## src/rtl/moore_sched_pkg.sv

```systemverilog
// Shared types and Moore detector table for the time-multiplexed scheduler.
// Detector encodings S0..S3 plus next-state and output helper functions.
package moore_sched_pkg;

    typedef enum logic [1:0] {
        S0 = 2'd0,
        S1 = 2'd1,
        S2 = 2'd2,
        S3 = 2'd3
    } ms_state_t;

    function automatic ms_state_t MS_NEXT(input ms_state_t s, input logic a);
        ms_state_t n;
        case (s)
            S0:      n = a ? S0 : S2;
            S1:      n = a ? S0 : S2;
            S2:      n = a ? S2 : S3;
            S3:      n = a ? S1 : S3;
            default: n = S0;
        endcase
        return n;
    endfunction

    // Moore output depends only on the state reached, never on the input bit.
    function automatic logic MS_OUT(input ms_state_t s);
        return (s == S0) || (s == S3);
    endfunction

endpackage

```

## src/rtl/moore_next.sv

```systemverilog
// Combinational detector engine shared by all channels; it sees only the
// context of whichever channel currently holds the grant.
module moore_next
    import moore_sched_pkg::*;
(
    input  logic [1:0] state_in,
    input  logic       a,
    output logic [1:0] state_nxt,
    output logic       z
);

    ms_state_t nxt;

    always_comb begin
        nxt       = MS_NEXT(ms_state_t'(state_in), a);
        state_nxt = nxt;
        z         = MS_OUT(nxt);
    end

endmodule

```

## src/rtl/moore_sched.sv

```systemverilog
// Round-robin scheduler sharing one Moore detector among NCH bit-stream channels.
// Optional per-channel saturating hit counters are built when MSCHED_HITCNT_EN is defined.
module moore_sched
    import moore_sched_pkg::*;
#(
    parameter int NCH = 4
`ifdef MSCHED_HITCNT_EN
    ,
    parameter int HW  = 8
`endif
) (
    input  logic                    clk,
    input  logic                    reset,
    input  logic [NCH-1:0]          req,
    input  logic [NCH-1:0]          a_in,
    input  logic [NCH-1:0]          ch_clr,
    output logic [NCH-1:0]          ack,
    output logic                    z_valid,
    output logic                    z,
    output logic [$clog2(NCH)-1:0]  z_ch
`ifdef MSCHED_HITCNT_EN
    ,
    output logic [NCH*HW-1:0]       hit_cnt
`endif
);

    localparam int CW = $clog2(NCH);

    ms_state_t       ctx [NCH];
    logic [CW-1:0]   last;
    logic [NCH-1:0]  eligible;
    logic            grant_valid;
    logic [CW-1:0]   grant_id;
    logic [1:0]      eng_state;
    logic [1:0]      eng_next;
    logic            eng_z;

    assign eligible = req & ~ch_clr;

    // Search starts just after the last winner so every requester gets a turn.
    always_comb begin
        grant_valid = 1'b0;
        grant_id    = '0;
        for (int k = 1; k <= NCH; k++) begin
            if (!grant_valid && eligible[(int'(last) + k) % NCH]) begin
                grant_valid = 1'b1;
                grant_id    = CW'((int'(last) + k) % NCH);
            end
        end
    end

    assign eng_state = ctx[grant_id];

    moore_next u_engine (
        .state_in  (eng_state),
        .a         (a_in[grant_id]),
        .state_nxt (eng_next),
        .z         (eng_z)
    );

    // A cleared channel is never eligible, so a clear and a write-back never collide.
    always_ff @(posedge clk or posedge reset) begin
        if (reset) begin
            for (int i = 0; i < NCH; i++) begin
                ctx[i] <= S0;
            end
            last    <= CW'(NCH - 1);
            ack     <= '0;
            z_valid <= 1'b0;
            z       <= 1'b0;
            z_ch    <= '0;
        end else begin
            ack     <= '0;
            z_valid <= 1'b0;
            z       <= 1'b0;
            z_ch    <= '0;
            for (int i = 0; i < NCH; i++) begin
                if (ch_clr[i]) begin
                    ctx[i] <= S0;
                end
            end
            if (grant_valid) begin
                ctx[grant_id] <= ms_state_t'(eng_next);
                ack[grant_id] <= 1'b1;
                z_valid       <= 1'b1;
                z             <= eng_z;
                z_ch          <= grant_id;
                last          <= grant_id;
            end
        end
    end

`ifdef MSCHED_HITCNT_EN
    logic [HW-1:0] hits [NCH];

    // Counters stick at all-ones; a clear beats a simultaneous hit.
    always_ff @(posedge clk or posedge reset) begin
        if (reset) begin
            for (int i = 0; i < NCH; i++) begin
                hits[i] <= '0;
            end
        end else begin
            for (int i = 0; i < NCH; i++) begin
                if (ch_clr[i]) begin
                    hits[i] <= '0;
                end else if (grant_valid && grant_id == CW'(i) && eng_z && hits[i] != '1) begin
                    hits[i] <= hits[i] + 1'b1;
                end
            end
        end
    end

    always_comb begin
        hit_cnt = '0;
        for (int i = 0; i < NCH; i++) begin
            hit_cnt[i*HW +: HW] = hits[i];
        end
    end
`endif

endmodule

```

## config.mk

```make
export PLATFORM = sky130hd
export DESIGN_NAME = moore_sched
export DESIGN_NICKNAME = d
export VERILOG_FILES = /design/src/rtl/moore_sched_pkg.sv /design/src/rtl/moore_next.sv /design/src/rtl/moore_sched.sv
export SDC_FILE = /design/constraint.sdc
export NUM_CORES = 1
export LEC_CHECK = 0
export BUFFER_PORTS_ARGS = -buffer_cell sky130_fd_sc_hd__buf_2
export CAP_MARGIN = 0
export CORE_UTILIZATION = 30
export CTS_CLUSTER_DIAMETER = 150
export DETAILED_ROUTE_END_ITERATION = 10
export PLACE_DENSITY = 0.46
export SETUP_SLACK_MARGIN = 0.5
export SLEW_MARGIN = 15
export SYNTH_ARGS = -nofsm -noshare
export SYNTH_HDL_FRONTEND = slang
export SYNTH_SLANG_ARGS = --single-unit
```

## constraint.sdc

```tcl
create_clock -name clk -period 3.2 [get_ports clk]
set_clock_uncertainty 0.1 [all_clocks]
set_input_delay 0.48 -clock clk [delete_from_list [all_inputs] [get_ports clk]]
set_output_delay 0.48 -clock clk [all_outputs]
set_load 0.01 [all_outputs]
```

==> key figures <==
Run status
  • Run status: completed

Synthesis
  • Number of flops mapped to enable cells by yosys: 0
  • Xor/xnor cell area share of the yosys netlist: 0.8621%
  • Share of Yosys cell area claimed by the top area cell type: 39.41%
  • Syn Area/Cell: ~11 um2
  • Number of unique standard cell types used by synthesis: 42
  • Area fraction in compound gates after synthesis: 24.63%
  • Most area-consuming cells after synthesis: sky130_fd_sc_hd__dfrtp_1, sky130_fd_sc_hd__dfstp_2, sky130_fd_sc_hd__nor3b_1, sky130_fd_sc_hd__a21oi_1, sky130_fd_sc_hd__a31o_1
  • Top-count cell post-synth: sky130_fd_sc_hd__dfrtp_1
  • Commonest cells in the netlist: sky130_fd_sc_hd__dfrtp_1, sky130_fd_sc_hd__inv_1, sky130_fd_sc_hd__a21oi_1
  • Synthesized net count: 109
  • Cell accounting for the most synthesized area: sky130_fd_sc_hd__dfrtp_1
  • Number of synthesized register bits: 18
  • Gate Count Post-Synth: 95
  • Dominant combinational cell family by area after synthesis: compound AO/OA/AOI/OAI gates
  • Proportion of register bits with asynchronous set or reset after synthesis: 100.0%
  • Number of synthesis warnings: 0
  • Post-synthesis instance area: 1016 um2
  • Proportion of synthesized chip area in sequential cells: between 40% and 50%
  • Simple-Gate Fraction of Synth Area: 23.77%
  • Most instantiated flip-flop cell in the synthesis netlist: sky130_fd_sc_hd__dfrtp_1
  • Mux cell area share after synthesis: 0%
  • Adder and majority cell fraction of the synthesized area: 0%

Die
  • Floorplan Core Area: 3128 um2
  • Overall die area: 3623 um2
  • Num rows: 20
  • Die height: 60.20 um
  • Die X-Extent: 60.20 um
  • Starting density of the core: 32.48%
  • Number of top-level pins: 22

Final layout
  • Diode count: 0
  • Share of cells above drive strength 1: 37.82%
  • Net count reported at finish: 134
  • Layout area overhead: 17.36%
  • Post-Route Utilization: 38.12%

Placed design
  • I/O Buffers: 21
  • Routability-driven placement congestion ratio: 0.8206
  • Hpwl dp: 1736 um

Detailed routing
  • Mean routed wirelength per cell: approximately 14 um
  • Number of DRC markers in iteration 0: 25
  • Average via count per standard cell: 5.123
  • Total routed wirelength: 2291 um
  • Pre-Repair DR Iteration Count: 4
  • Count of vias placed by the detailed router: between 800 and 900
  • Antenna Violating Nets Remaining: 0
  • Number of remaining DRC errors: 0

Power and ir drop
  • Peak VDD IR: 350.7 uV
  • Leak pwr: 0.0005447 uW
  • P per Cell Area: between 700 and 800 nW/um2

Clock network
  • Post-CTS setup buffer count: 0
  • Post-CTS Resized: 0
  • Count of hold buffers inserted by post-cts repair: 0
  • Clock sink total: 18
  • Maximum buffer depth of the clock tree: 2
  • Root buf cell: sky130_fd_sc_hd__clkbuf_4
  • Maximum level of the CTS H-tree: 1
  • Clock slew at reported path FFs: 110 ps
  • Number of buffers created by CTS: 3
  • Clock insertion delay at the later pin of the skew report: 300 ps
  • TritonCTS clock tree: done

Timing
  • Final cycle utilization of the critical path: 73.03%
  • Max-slew headroom at the worst pin: 54.54%
  • Max Fclk: 427.9 MHz
  • Total Neg Setup Slack: 0 ps
  • Final number of hold-violating endpoints: 0
  • Final min period: 2337 ps
  • Slew at the pin with the worst max-slew slack: 681.1 ps
  • Unrepaired setup endpoints after global routing: false
  • Number of setup violations in the final report: 0
  • Final Slew Violations: 0

Critical path
  • Worst endpoint data arrival time: 2410 ps
  • Endpoint class of the critical path: register
  • Largest fanout on the critical path: 13
  • Data required time at the worst endpoint: approximately 3300 ps
  • Critical setup path kind: register to register
  • Nature of the critical path startpoint: register
  • Number of cells on the worst reg-to-reg path: 8

Global routing
  • All-layer global routing usage: 13.81%
  • Largest net degree at the start of global routing: 19
  • Antenna violations before repair: 0
  • Wire length of the first global-routing pass: 3574 um
  • Number of global-route vias before repair: 765
  • Sum of overflow across all layers after global routing: 0

Flow run
  • Count of maximum capacitance violations: 0

Min path
  • Hold/Removal Path Class: primary input to async pin
placed cells by master, fill, tap and decap left out, types with 2 or more instances in the layout:
master | netlist | final
sky130_fd_sc_hd__clkbuf_4 | 0 | 3
sky130_fd_sc_hd__o21ai_0 | 3 | 3
sky130_fd_sc_hd__dfrtp_1 | 16 | 16
sky130_fd_sc_hd__inv_1 | 8 | 8
sky130_fd_sc_hd__dfstp_2 | 2 | 2
sky130_fd_sc_hd__nor2_1 | 5 | 5
sky130_fd_sc_hd__a31o_2 | 2 | 2
sky130_fd_sc_hd__a21boi_0 | 2 | 2
sky130_fd_sc_hd__a31oi_1 | 2 | 2
sky130_fd_sc_hd__nor3b_1 | 5 | 5
sky130_fd_sc_hd__nand4_1 | 2 | 2
sky130_fd_sc_hd__nand2_1 | 4 | 4
sky130_fd_sc_hd__a21oi_1 | 7 | 7
sky130_fd_sc_hd__buf_2 | 0 | 21
sky130_fd_sc_hd__a41oi_1 | 2 | 2
sky130_fd_sc_hd__and2b_4 | 3 | 3
sky130_fd_sc_hd__nand2_2 | 2 | 2
sky130_fd_sc_hd__a31o_1 | 4 | 4
worst paths after layout:
check                      startpoint       to  slack, ps
max in group asynchronous       reset   ack[2]       2410
min                             reset   ack[0]        160
min reg2reg                   last[1]  last[1]        450
max                           last[0]   ctx[5]        860
max reg2reg                   last[0]   ctx[5]        860
min in group clk              a_in[3]   ctx[1]        280
worst max-delay path, cell delays in order (launching register included):
cell	delay (ps)
sky130_fd_sc_hd__dfstp_2	610
sky130_fd_sc_hd__nand4bb_1	190
sky130_fd_sc_hd__o211a_1	200
sky130_fd_sc_hd__o21a_4	160
sky130_fd_sc_hd__clkinv_4	100
sky130_fd_sc_hd__a31o_2	240
sky130_fd_sc_hd__o22a_2	250
sky130_fd_sc_hd__a21bo_2	240
sky130_fd_sc_hd__a41oi_1	120
cells by family after synthesis:
group	after synthesis
AND/OR/NAND/NOR	33
flip-flops	18
AO/OA/AOI/OAI	32
buffers and inverters	11
XOR/XNOR	1
layout make-up:
cell class | count | area (um2)
Sequential cell | 18 | 452.9
Inverter | 10 | 42.54
Fill cell | 329 | 1936
Timing Repair Buffer | 21 | 105.1
Tap cell | 44 | 55.05
Multi-Input combinational cell | 66 | 500.5
Clock buffer | 4 | 36.28
stage by stage:
step	power [uW]	setup WS, ps	instances	hold WS, ps	instance area (um2)
final	868.3	863.0	163	161.9	1192
after global routing	928.1	717.5	163	209.6	1192
after CTS	869.1	881.9	163	195.0	1192
after detailed placement	725.4	599.4	159	427.9	1156
after global placement	734.8	522.6	159	413.3	1156
after floorplan	644.0	947.9	95	317.1	1016
routing by layer:
layer / vias up / global-route usage, % / wire (um)
met5: - / 0 / 0
met2: 17 / 21.04 / 1034
met1: 414 / 17.83 / 1115
met3: 2 / 4.978 / 125
met4: 0 / 4.983 / 17
li1: 402 / - / -
flip-flops by register name (all words and copies together), names as in the netlist:
register / count
z_valid: 1
z_ch: 2
ctx: 8
z: 1
ack: 4
last: 2
where the power goes:
part,total [uW],switching (uW),internal (uW)
Sequential,364,54.1,310
Clock,144,74.3,69.5
Combinational,360,199,161
Total,868,328,541
(Power assumes the default switching activity.)
